File: src/rtl/block_a_pkg.sv
`default_nettype none
// ============================================================================
// Module   : blockA_pkg
// Purpose  : Shared types, register offsets and FSM state encoding for
//            block_a and its register sub-module.
// Contents : aSt / aASt / seeSt payload types, APB address/data types,
//            register offset constants, sequencer state enum.
// Revision : 1.0 - initial release
// ============================================================================
package blockA_pkg;

    typedef logic [3:0]  aSt;
    typedef logic        aASt;
    typedef logic [4:0]  seeSt;
    typedef logic [31:0] apbAddrSt;
    typedef logic [31:0] apbDataSt;

    localparam logic [11:0] c_OFF_CTRL   = 12'h000;
    localparam logic [11:0] c_OFF_ADATA  = 12'h004;
    localparam logic [11:0] c_OFF_CDATA  = 12'h008;
    localparam logic [11:0] c_OFF_STATUS = 12'h00C;

    typedef enum logic [1:0] {
        ST_IDLE   = 2'd0,
        ST_A_REQ  = 2'd1,
        ST_C_SEND = 2'd2,
        ST_NOTIFY = 2'd3
    } fsmSt;

endpackage
`default_nettype wire

File: src/rtl/block_a_regs.sv
`default_nettype none
// ============================================================================
// Module   : block_a_regs
// Purpose  : APB slave for block_a: address decode, ADATA/CDATA registers,
//            STATUS read-back, START acceptance and pslverr generation.
// Ports    : clk, rst_n (sync, active-high)
//            paddr/psel/penable/pwrite/pwdata  - APB request
//            pready/prdata/pslverr             - APB response
//            busy/done/rdataBit/count          - status from the sequencer
//            startAccept                       - START accepted this cycle
//            aData/cData                       - programmed payloads
// Revision : 1.0 - initial release
// ============================================================================
module block_a_regs
    import blockA_pkg::*;
#(
    parameter apbAddrSt REG_BASE = 32'h0
) (
    input  logic       clk,
    input  logic       rst_n,
    input  apbAddrSt   paddr,
    input  logic       psel,
    input  logic       penable,
    input  logic       pwrite,
    input  apbDataSt   pwdata,
    output logic       pready,
    output apbDataSt   prdata,
    output logic       pslverr,
    input  logic       busy,
    input  logic       done,
    input  aASt        rdataBit,
    input  logic [7:0] count,
    output logic       startAccept,
    output aSt         aData,
    output seeSt       cData
);

    logic        w_access;
    logic        w_hit;
    logic [11:0] w_off;
    logic        w_err;
    logic        w_start;
    logic        w_wrA;
    logic        w_wrC;
    apbDataSt    w_rdData;
    aSt          r_aData;
    seeSt        r_cData;
    logic        w_unused;

    assign w_access = psel & penable;
    // Only the 4 KB window starting at REG_BASE belongs to this block.
    assign w_hit    = (paddr[31:12] == REG_BASE[31:12]);
    assign w_off    = paddr[11:0];
    assign w_unused = &{1'b0, pwdata[31:5]};

    always_comb begin
        w_err    = 1'b0;
        w_start  = 1'b0;
        w_wrA    = 1'b0;
        w_wrC    = 1'b0;
        w_rdData = '0;
        if (w_access) begin
            if (!w_hit) begin
                w_err = 1'b1;
            end else begin
                case (w_off)
                    c_OFF_CTRL: begin
                        // A START request while busy is refused, not queued.
                        if (pwrite && pwdata[0]) begin
                            if (busy) w_err   = 1'b1;
                            else      w_start = 1'b1;
                        end
                    end
                    c_OFF_ADATA: begin
                        if (pwrite) w_wrA    = 1'b1;
                        else        w_rdData = {28'd0, r_aData};
                    end
                    c_OFF_CDATA: begin
                        if (pwrite) w_wrC    = 1'b1;
                        else        w_rdData = {27'd0, r_cData};
                    end
                    c_OFF_STATUS: begin
                        if (pwrite) w_err    = 1'b1;
                        else        w_rdData = {16'd0, count, 5'd0, rdataBit, done, busy};
                    end
                    default: w_err = 1'b1;
                endcase
            end
        end
    end

    always_ff @(posedge clk) begin
        if (rst_n) begin
            r_aData <= '0;
            r_cData <= '0;
        end else begin
            if (w_wrA) r_aData <= pwdata[3:0];
            if (w_wrC) r_cData <= pwdata[4:0];
        end
    end

    assign pready      = 1'b1;
    assign prdata      = w_rdData;
    assign pslverr     = w_err;
    assign startAccept = w_start;
    assign aData       = r_aData;
    assign cData       = r_cData;

endmodule
`default_nettype wire

File: src/rtl/block_a.sv
`default_nettype none
// ============================================================================
// Module   : block_a
// Purpose  : APB-programmed sequencer. On START it performs one req/ack on
//            aStuffIf, one parallel beat on cStuffIf and dupIf, then one
//            notify/ack on startDone.
// Ports    : clk, rst_n (sync, active-high)
//            aStuffIf*  - req/data out, ack/rdata in
//            cStuffIf*  - vld/data out, rdy in
//            dupIf*     - vld/data out, rdy in (same payload as cStuffIf)
//            startDone* - notify out, ack in
//            apbReg*    - APB slave
// Revision : 1.0 - initial release
// ============================================================================
module block_a
    import blockA_pkg::*;
#(
    parameter apbAddrSt REG_BASE = 32'h0
) (
    input  logic     clk,
    input  logic     rst_n,
    output logic     aStuffIfReq,
    output aSt       aStuffIfData,
    input  logic     aStuffIfAck,
    input  aASt      aStuffIfRdata,
    output logic     cStuffIfVld,
    output seeSt     cStuffIfData,
    input  logic     cStuffIfRdy,
    output logic     dupIfVld,
    output seeSt     dupIfData,
    input  logic     dupIfRdy,
    output logic     startDoneNotify,
    input  logic     startDoneAck,
    input  apbAddrSt apbRegPaddr,
    input  logic     apbRegPsel,
    input  logic     apbRegPenable,
    input  logic     apbRegPwrite,
    input  apbDataSt apbRegPwdata,
    output logic     apbRegPready,
    output apbDataSt apbRegPrdata,
    output logic     apbRegPslverr
);

    fsmSt       r_state;
    fsmSt       w_nextState;
    aSt         r_aShadow;
    seeSt       r_cShadow;
    logic       r_cAcc;
    logic       r_dAcc;
    logic       r_done;
    aASt        r_rdata;
    logic [7:0] r_count;
    logic       w_busy;
    logic       w_startAccept;
    aSt         w_aData;
    seeSt       w_cData;
    logic       w_aReq;
    logic       w_cVld;
    logic       w_dVld;
    logic       w_notify;
    logic       w_aCapture;
    logic       w_complete;

    assign w_busy = (r_state != ST_IDLE);

    block_a_regs #(
        .REG_BASE (REG_BASE)
    ) u_regs (
        .clk         (clk),
        .rst_n       (rst_n),
        .paddr       (apbRegPaddr),
        .psel        (apbRegPsel),
        .penable     (apbRegPenable),
        .pwrite      (apbRegPwrite),
        .pwdata      (apbRegPwdata),
        .pready      (apbRegPready),
        .prdata      (apbRegPrdata),
        .pslverr     (apbRegPslverr),
        .busy        (w_busy),
        .done        (r_done),
        .rdataBit    (r_rdata),
        .count       (r_count),
        .startAccept (w_startAccept),
        .aData       (w_aData),
        .cData       (w_cData)
    );

    always_ff @(posedge clk) begin
        if (rst_n) r_state <= ST_IDLE;
        else       r_state <= w_nextState;
    end

    always_comb begin
        w_nextState = r_state;
        w_aReq      = 1'b0;
        w_cVld      = 1'b0;
        w_dVld      = 1'b0;
        w_notify    = 1'b0;
        w_aCapture  = 1'b0;
        w_complete  = 1'b0;
        case (r_state)
            ST_IDLE: begin
                if (w_startAccept) w_nextState = ST_A_REQ;
            end
            ST_A_REQ: begin
                w_aReq = 1'b1;
                if (aStuffIfAck) begin
                    w_aCapture  = 1'b1;
                    w_nextState = ST_C_SEND;
                end
            end
            ST_C_SEND: begin
                // Each sink retires its own beat; leave once both have,
                // including the case where both accept in the same cycle.
                w_cVld = ~r_cAcc;
                w_dVld = ~r_dAcc;
                if ((r_cAcc | (w_cVld & cStuffIfRdy)) &&
                    (r_dAcc | (w_dVld & dupIfRdy)))
                    w_nextState = ST_NOTIFY;
            end
            ST_NOTIFY: begin
                w_notify = 1'b1;
                if (startDoneAck) begin
                    w_complete  = 1'b1;
                    w_nextState = ST_IDLE;
                end
            end
            default: w_nextState = ST_IDLE;
        endcase
    end

    always_ff @(posedge clk) begin
        if (rst_n) begin
            r_aShadow <= '0;
            r_cShadow <= '0;
            r_cAcc    <= 1'b0;
            r_dAcc    <= 1'b0;
            r_done    <= 1'b0;
            r_rdata   <= 1'b0;
            r_count   <= 8'd0;
        end else begin
            // Payloads are frozen at START so later APB writes cannot
            // disturb data already in flight.
            if (w_startAccept) begin
                r_aShadow <= w_aData;
                r_cShadow <= w_cData;
                r_done    <= 1'b0;
            end
            if (w_aCapture) r_rdata <= aStuffIfRdata;
            if (r_state == ST_C_SEND) begin
                if (w_cVld && cStuffIfRdy) r_cAcc <= 1'b1;
                if (w_dVld && dupIfRdy)    r_dAcc <= 1'b1;
            end else begin
                r_cAcc <= 1'b0;
                r_dAcc <= 1'b0;
            end
            if (w_complete) begin
                r_done  <= 1'b1;
                r_count <= r_count + 8'd1;
            end
        end
    end

    assign aStuffIfReq     = w_aReq;
    assign aStuffIfData    = w_aReq ? r_aShadow : '0;
    assign cStuffIfVld     = w_cVld;
    assign cStuffIfData    = w_cVld ? r_cShadow : '0;
    assign dupIfVld        = w_dVld;
    assign dupIfData       = w_dVld ? r_cShadow : '0;
    assign startDoneNotify = w_notify;

endmodule
`default_nettype wire

File: config.mk
export PLATFORM = sky130hd
export DESIGN_NAME = block_a
export DESIGN_NICKNAME = d
export VERILOG_FILES = /design/src/rtl/block_a_pkg.sv /design/src/rtl/block_a_regs.sv /design/src/rtl/block_a.sv
export SDC_FILE = /design/constraint.sdc
export NUM_CORES = 1
export LEC_CHECK = 0
export CORE_UTILIZATION = 37
export CTS_CLUSTER_SIZE = 24
export DETAILED_ROUTE_END_ITERATION = 8
export PLACE_DENSITY_LB_ADDON = 0.25
export SYNTH_ARGS = -nofsm -noshare
export SYNTH_HDL_FRONTEND = slang
export SYNTH_HIERARCHICAL = 1
export SYNTH_SLANG_ARGS = --single-unit
File: constraint.sdc
create_clock -name clk -period 2.39 [get_ports clk]
set_input_delay 0.5975 -clock clk [delete_from_list [all_inputs] [get_ports clk]]
set_output_delay 0.5975 -clock clk [all_outputs]
set_load 0.005 [all_outputs]
==> impl_metrics.csv, run 1 <==
group,metric,value,unit
outcome,status,"complete, but fails checks",
outcome,violations,"negative setup slack",
layout,area_occupied_by_multi_input_gates,1350,µm²
layout,seq_area,642,µm²
cts,hold_fix_buffer_count_after_cts,0,
synthesis,syn-cell-area,2050,µm²
placement,gp_congestion,0.831,
floorplanning,chipWidth,76.4,µm
cts,worstSkewPairLatency,280,ps
timing,hold_violations_final,0,
layout,layout.filler_cells,473,
cts,numClockSinks,32,
min_path,timing.hold.worst.class,"reg2reg",
pwr,static-leakage-power,1.24,nW
synthesis,synthesized_area_divided_by_synthesized_cell_count,8.82,µm²
cts,cts_tree,"built",
floorplanning,ioPinCount,126,
synthesis,synth_seq_cells,32,
drt,dr_total_vias,2014,
timing,slew_violations,0,
timing,setup_violations,13,
floorplanning,core.rowCount,26,
timing,period_minus_slack,2640,ps
grt,grt_util_all_layers,0.186,
layout,area_delta_synth_final,52.9,%
grt,first_global_vias,1953,
cts,cts_made_buffers,5,
placement,dpl.hpwl,3870,µm
layout,num_antenna_cells,0,
synthesis,post_synth_inst_count,232,
grt,global_route_wire_length_before_repair,8900,µm
synthesis,yosysMostFrequentCell,"dfxtp_1",
layout,drive_above_1_share,0.307,
cts,cts-htree-levels,2,
grt,globalRouteOverflowTotal,0,
drt,routed_wire_length_per_instance,13.0,µm
drt,tritonroute_pass_1_iters,4,
drt,drtAntennaViolNets,0,
worst_setup_path,worst-endpoint-arrival,2040,ps
synthesis,synth_top_area_share,0.313,
layout,stdcell_area,3130,µm²
timing,worst_slack,-248,ps
worst_setup_path,worst_setup_path_start_kind,"primary input",
pwr,power.ir.vdd_worst,227,µV
drt,drt-initial-drc-count,77,
layout,nets,413,
grt,grt_antenna_before_repair,0,
floorplanning,area_of_the_die,5830,µm²
job,max-cap-violations,0,
synthesis,post_synthesis_cell_type_with_the_largest_combined_area,"dfxtp_1",
floorplanning,die_boundary_height,76.4,µm
placement,post_dp_cell_area,2920,µm²
synthesis,synth-warning-count,6,
synthesis,netlist_top_cells_area,"dfxtp_1 (31%), and2_1 (7.3%), buf_4 (7.3%)",
worst_setup_path,worst_setup_path_end_kind,"primary output",
timing,max_freq,379,MHz
cts,cts.clk_slew.worst_paths,60,ps
floorplanning,design.core.area,5200,µm²
placement,numPortBuffers,78,
floorplanning,initial_core_util,0.393,
worst_setup_path,timing.critical_path.fanout_max,4,
drt,total_length_of_routed_wires,5280,µm
synthesis,ys_seq_area_frac,0.313,
synthesis,synth.top_cells.by_count,"dfxtp_1 (32), and2_1 (24), nor2_1 (22)",
timing,final.setup_skew,6.22,ps
synthesis,synth_edf_count,0,
timing,layout_worst_path_cycle_share,1.10,
synthesis,synth_flop_cell,"dfxtp_1",
synthesis,async_sr_flop_fraction,0,
synthesis,synth.lib_cells_used.distinct,42,
timing,accumulated_negative_setup_slack,-2610,ps
timing,grt_setup_unrepaired,"true",
drt,routed_via_density,4.97,
drt,route.detailed.drc,0,
placement,post-place-ws,-930,ps
pwr,power_density,379,nW/µm²
cts,root_buffer,"clkbuf_8",
worst_setup_path,required,1790,ps
worst_setup_path,critPathKind,"in2out",
cts,ctsLongestPathBuffers,2,
grt,pin_count_of_the_biggest_net_entering_global_routing,33,
[layout make-up]
| class | instances | area share |
|---|---|---|
| inverters | 4 | 0.00480 |
| multi-input cells | 186 | 0.431 |
| repair buffers | 105 | 0.296 |
| flip-flops and latches | 32 | 0.205 |
| clock inverters | 3 | 0.0136 |
| well taps | 70 | 0.0280 |
| clock buffers | 5 | 0.0220 |
[cell families after synthesis]
family          count (synthesis)  synth area share
compound gates                 40             0.125
xor+xnor                        2           0.00856
fa+ha+maj                       5            0.0306
buf+inv                        32            0.0984
flops                          32             0.313
mux                            13            0.0654
other cells                     2           0.00367
simple gates                  106             0.356
[registers in the layout, indices dropped and copies added, names as in the netlist]
signal	cells
r_count	8
r_cShadow	5
u_regs/cData	5
r_aShadow	4
u_regs/aData	4
r_state	2
r_cAcc	1
r_dAcc	1
r_done	1
r_rdata	1
[repair_timing]
action,CTS,global route
gates resized for setup,185,24
setup endpoints to repair,38,28
buffers inserted,11,5
pin swaps,22,9
[layout by cell type, fill, tap and decap left out, types with 4 or more instances in the layout]
cell type and n:
nand2_1 8, conb_1 20, nand3_1 5, nand2b_1 4, nor4_4 8, mux2i_1 10
buf_6 24, nor2b_1 5, dlygate4sd2_1 4, and2_1 21, a22oi_1 4, dfxtp_1 31
clkdlybuf4s15_1 7, clkbuf_8 5, a21oi_1 17, clkdlybuf4s50_1 29, buf_2 21, buf_4 19
o31ai_1 11, nand4_1 12, nor2_1 20
[through the flow]
stage                     total power [mW]  hold slack (ps)  utilization  instances
after CTS                             1.19              478        0.583        405
final                                 1.19              469        0.601        405
after detailed placement             0.695              469        0.560        386
after global placement               0.693              463        0.560        386
after floorplan                      0.602              433            -        250
after global routing                  1.23              495        0.601        405
[power breakdown]
group	internal, mW	switching [mW]
sequential	0.533	0.0000000000325
combinational	0.0768	0.0641
clock	0.308	0.206
total	0.918	0.270
[worst max-delay path: stages]
cell	delay [ps]
buf_6	90
nor4_4	300
nand4_2	190
buf_6	160
or3_4	350
buf_6	140
nor2_1	70
buf_2	120
[path summary, 6_finish.rpt]
kind | startpoint | to | slack, ps | depth (start not counted)
max reg2reg | r_state[0] | r_state[0] | 390 | 9
max | apbRegPaddr[1] | apbRegPrdata[1] | -250 | 8
min | r_done | r_done | 470 | 2
min reg2reg | r_done | r_done | 470 | 2
[routing by layer]
metal,track usage,vias to the layer above,wire (µm)
li1,-,998,-
met1,0.227,920,2270
met2,0.320,91,2590
met3,0.0419,5,359
met4,0.0615,0,63
met5,0,-,0
(Power assumes the default switching activity.)
==> inputs of run 2 (changes only) <==
--- a/config.mk
+++ b/config.mk
@@ -5,9 +5,10 @@
 export SDC_FILE = /design/constraint.sdc
 export NUM_CORES = 1
 export LEC_CHECK = 0
-export CORE_UTILIZATION = 37
+export CORE_UTILIZATION = 63
 export CTS_CLUSTER_SIZE = 24
 export DETAILED_ROUTE_END_ITERATION = 8
+export DONT_BUFFER_PORTS = 1
 export PLACE_DENSITY_LB_ADDON = 0.25
 export SYNTH_ARGS = -nofsm -noshare
 export SYNTH_HDL_FRONTEND = slang
==> constraint.sdc (replaced) <==
create_clock -name clk -period 2.6 [get_ports clk]
set_input_delay 0.65 -clock clk [delete_from_list [all_inputs] [get_ports clk]]
set_output_delay 0.65 -clock clk [all_outputs]
set_load 0.005 [all_outputs]
==> run 2 against run 1 <==
Global-route usage is 5.5 points higher; via count is 17% lower; the run now ends clean; sequential cell count stayed put; core utilization is 7.5 points higher; die area is 40% lower; hold slack worse by 92 ps; total power is 35% lower; non-clock buffer count is 100 lower; critical path type unchanged; cell area is 33% lower; final cell count is 31% lower; largest power group unchanged.
==> impl_metrics.csv, run 2 (same netlist as run 1, synthesis figures left out) <==
group,metric,value,unit
pwr,power.ir.vdd_worst,239,µV
timing,final.setup_skew,9.93,ps
drt,total_length_of_routed_wires,4140,µm
cts,numClockSinks,32,
placement,gp_congestion,0.809,
pwr,static-leakage-power,0.705,nW
cts,cts_tree,"built",
worst_setup_path,critPathKind,"in2out",
floorplanning,chipWidth,59,µm
timing,hold_violations_final,0,
worst_setup_path,reg2reg_from,"r_state[0]",
floorplanning,die_boundary_height,59,µm
layout,area_delta_synth_final,1.77,%
pwr,p_total,777,µW
cts,worstSkewPairLatency,330,ps
cts,cts-htree-levels,2,
layout,num_antenna_cells,0,
floorplanning,core.rowCount,20,
cts,root_buffer,"clkbuf_4",
grt,first_global_vias,1512,
worst_setup_path,worst_setup_path_end_kind,"primary output",
worst_setup_path,timing.critical_path.fanout_max,8,
layout,largest_register_ff_count,8,
job,max-cap-violations,0,
grt,pin_count_of_the_biggest_net_entering_global_routing,33,
worst_setup_path,required,1950,ps
layout,top_register_by_number_of_flip_flops,"r_count",
floorplanning,ioPinCount,126,
floorplanning,design.core.area,3080,µm²
min_path,source_of_the_worst_hold_timing_path,"rst_n",
placement,numPortBuffers,0,
floorplanning,area_of_the_die,3480,µm²
placement,dpl.hpwl,3170,µm
grt,grt_util_all_layers,0.241,
timing,slew_violations,0,
worst_setup_path,worst-endpoint-arrival,1850,ps
layout,utilization,0.677,
timing,period_minus_slack,2500,ps
drt,dr_total_vias,1670,
floorplanning,initial_core_util,0.665,
placement,post-place-ws,83.5,ps
worst_setup_path,startpoint,"apbRegPaddr[27]",
drt,drt-initial-drc-count,67,
layout,drive_above_1_share,0.132,
worst_setup_path,r2r_slack,840,ps
drt,routed_via_density,6.01,
timing,max_freq,399,MHz
layout,final_cell_mix,"dfxtp_1 (32), and2_1 (23), nor2_1 (22)",
cts,hold_fix_buffer_count_after_cts,0,
layout,nets,313,
grt,globalRouteOverflowTotal,0,
grt,grt_antenna_before_repair,0,
drt,drtAntennaViolNets,0,
grt,global_route_wire_length_before_repair,6400,µm
timing,accumulated_negative_setup_slack,0,ps
timing,timing.hold.ws,377,ps
layout,leading_cell_type_in_the_layout_fill_and_taps_excluded,"dfxtp_1",
drt,route.detailed.drc,0,
pwr,power_density,373,nW/µm²
cts,cts.clk_slew.worst_paths,100,ps
cts,cts_made_buffers,5,
timing,setup_violations,0,
drt,routed_wire_length_per_instance,14.9,µm
min_path,timing.hold.worst.class,"in2reg",
cts,ctsLongestPathBuffers,2,
outcome,status,"completed",
timing,layout_worst_path_cycle_share,0.963,
worst_setup_path,worst_setup_path_start_kind,"primary input",
timing,worst_slack,96.8,ps
timing,grt_setup_unrepaired,"false",
drt,tritonroute_pass_1_iters,4,
## run 2: metal layers
| layer | up-vias | part of all wire | track usage | wire length [µm] |
|---|---|---|---|---|
| met2 | 112 | 0.48 | 0.411 | 1980 |
| met3 | 6 | 0.097 | 0.0721 | 400 |
| met4 | 0 | 0.0097 | 0.0748 | 40 |
| met5 | - | 0 | 0 | 0 |
| met1 | 756 | 0.42 | 0.290 | 1720 |
| li1 | 796 | - | - | - |
## run 2: stage by stage
| stage | cells | instance area, µm² |
|---|---|---|
| floorplan | 250 | 2110 |
| global placement | 269 | 2010 |
| detailed placement | 269 | 2010 |
| CTS | 276 | 2060 |
| global route | 278 | 2080 |
| finish | 278 | 2080 |
## run 2: critical path, stage by stage
cell	delay, ps
nor4_4	280
nand4_2	210
nor4_4	490
and2_4	220
## run 2: timing repair
item,in CTS,in global routing
setup buffers,0,2
gates resized for setup,0,2
hold endpoints to repair,0,0
endpoints found under the setup margin,0,8
## run 2: worst paths after layout
kind	depth (start not counted)	to
max reg2reg	8	r_state[0]
max	4	apbRegPrdata[11]
min	1	r_count[1]
min reg2reg	2	r_count[7]
## run 2: final cells by class
type                            instances  area [µm²]
Multi-Input combinational cell        186        1290
Fill cell                             270         995
Sequential cell                        32         641
Tap cell                               44        55.1
Clock buffer                            6        41.3
Timing Repair Buffer                    5        37.5
Inverter                                4        15.0
Clock inverter                          1        5.00
## run 2: power by group
group / internal [mW] / switching (mW) / leakage (nW) / total [mW]
registers: 0.490 / 0.0000000000257 / 0.258 / 0.490
clock network: 0.0994 / 0.158 / 0.0281 / 0.258
logic: 0.0123 / 0.0170 / 0.419 / 0.0293
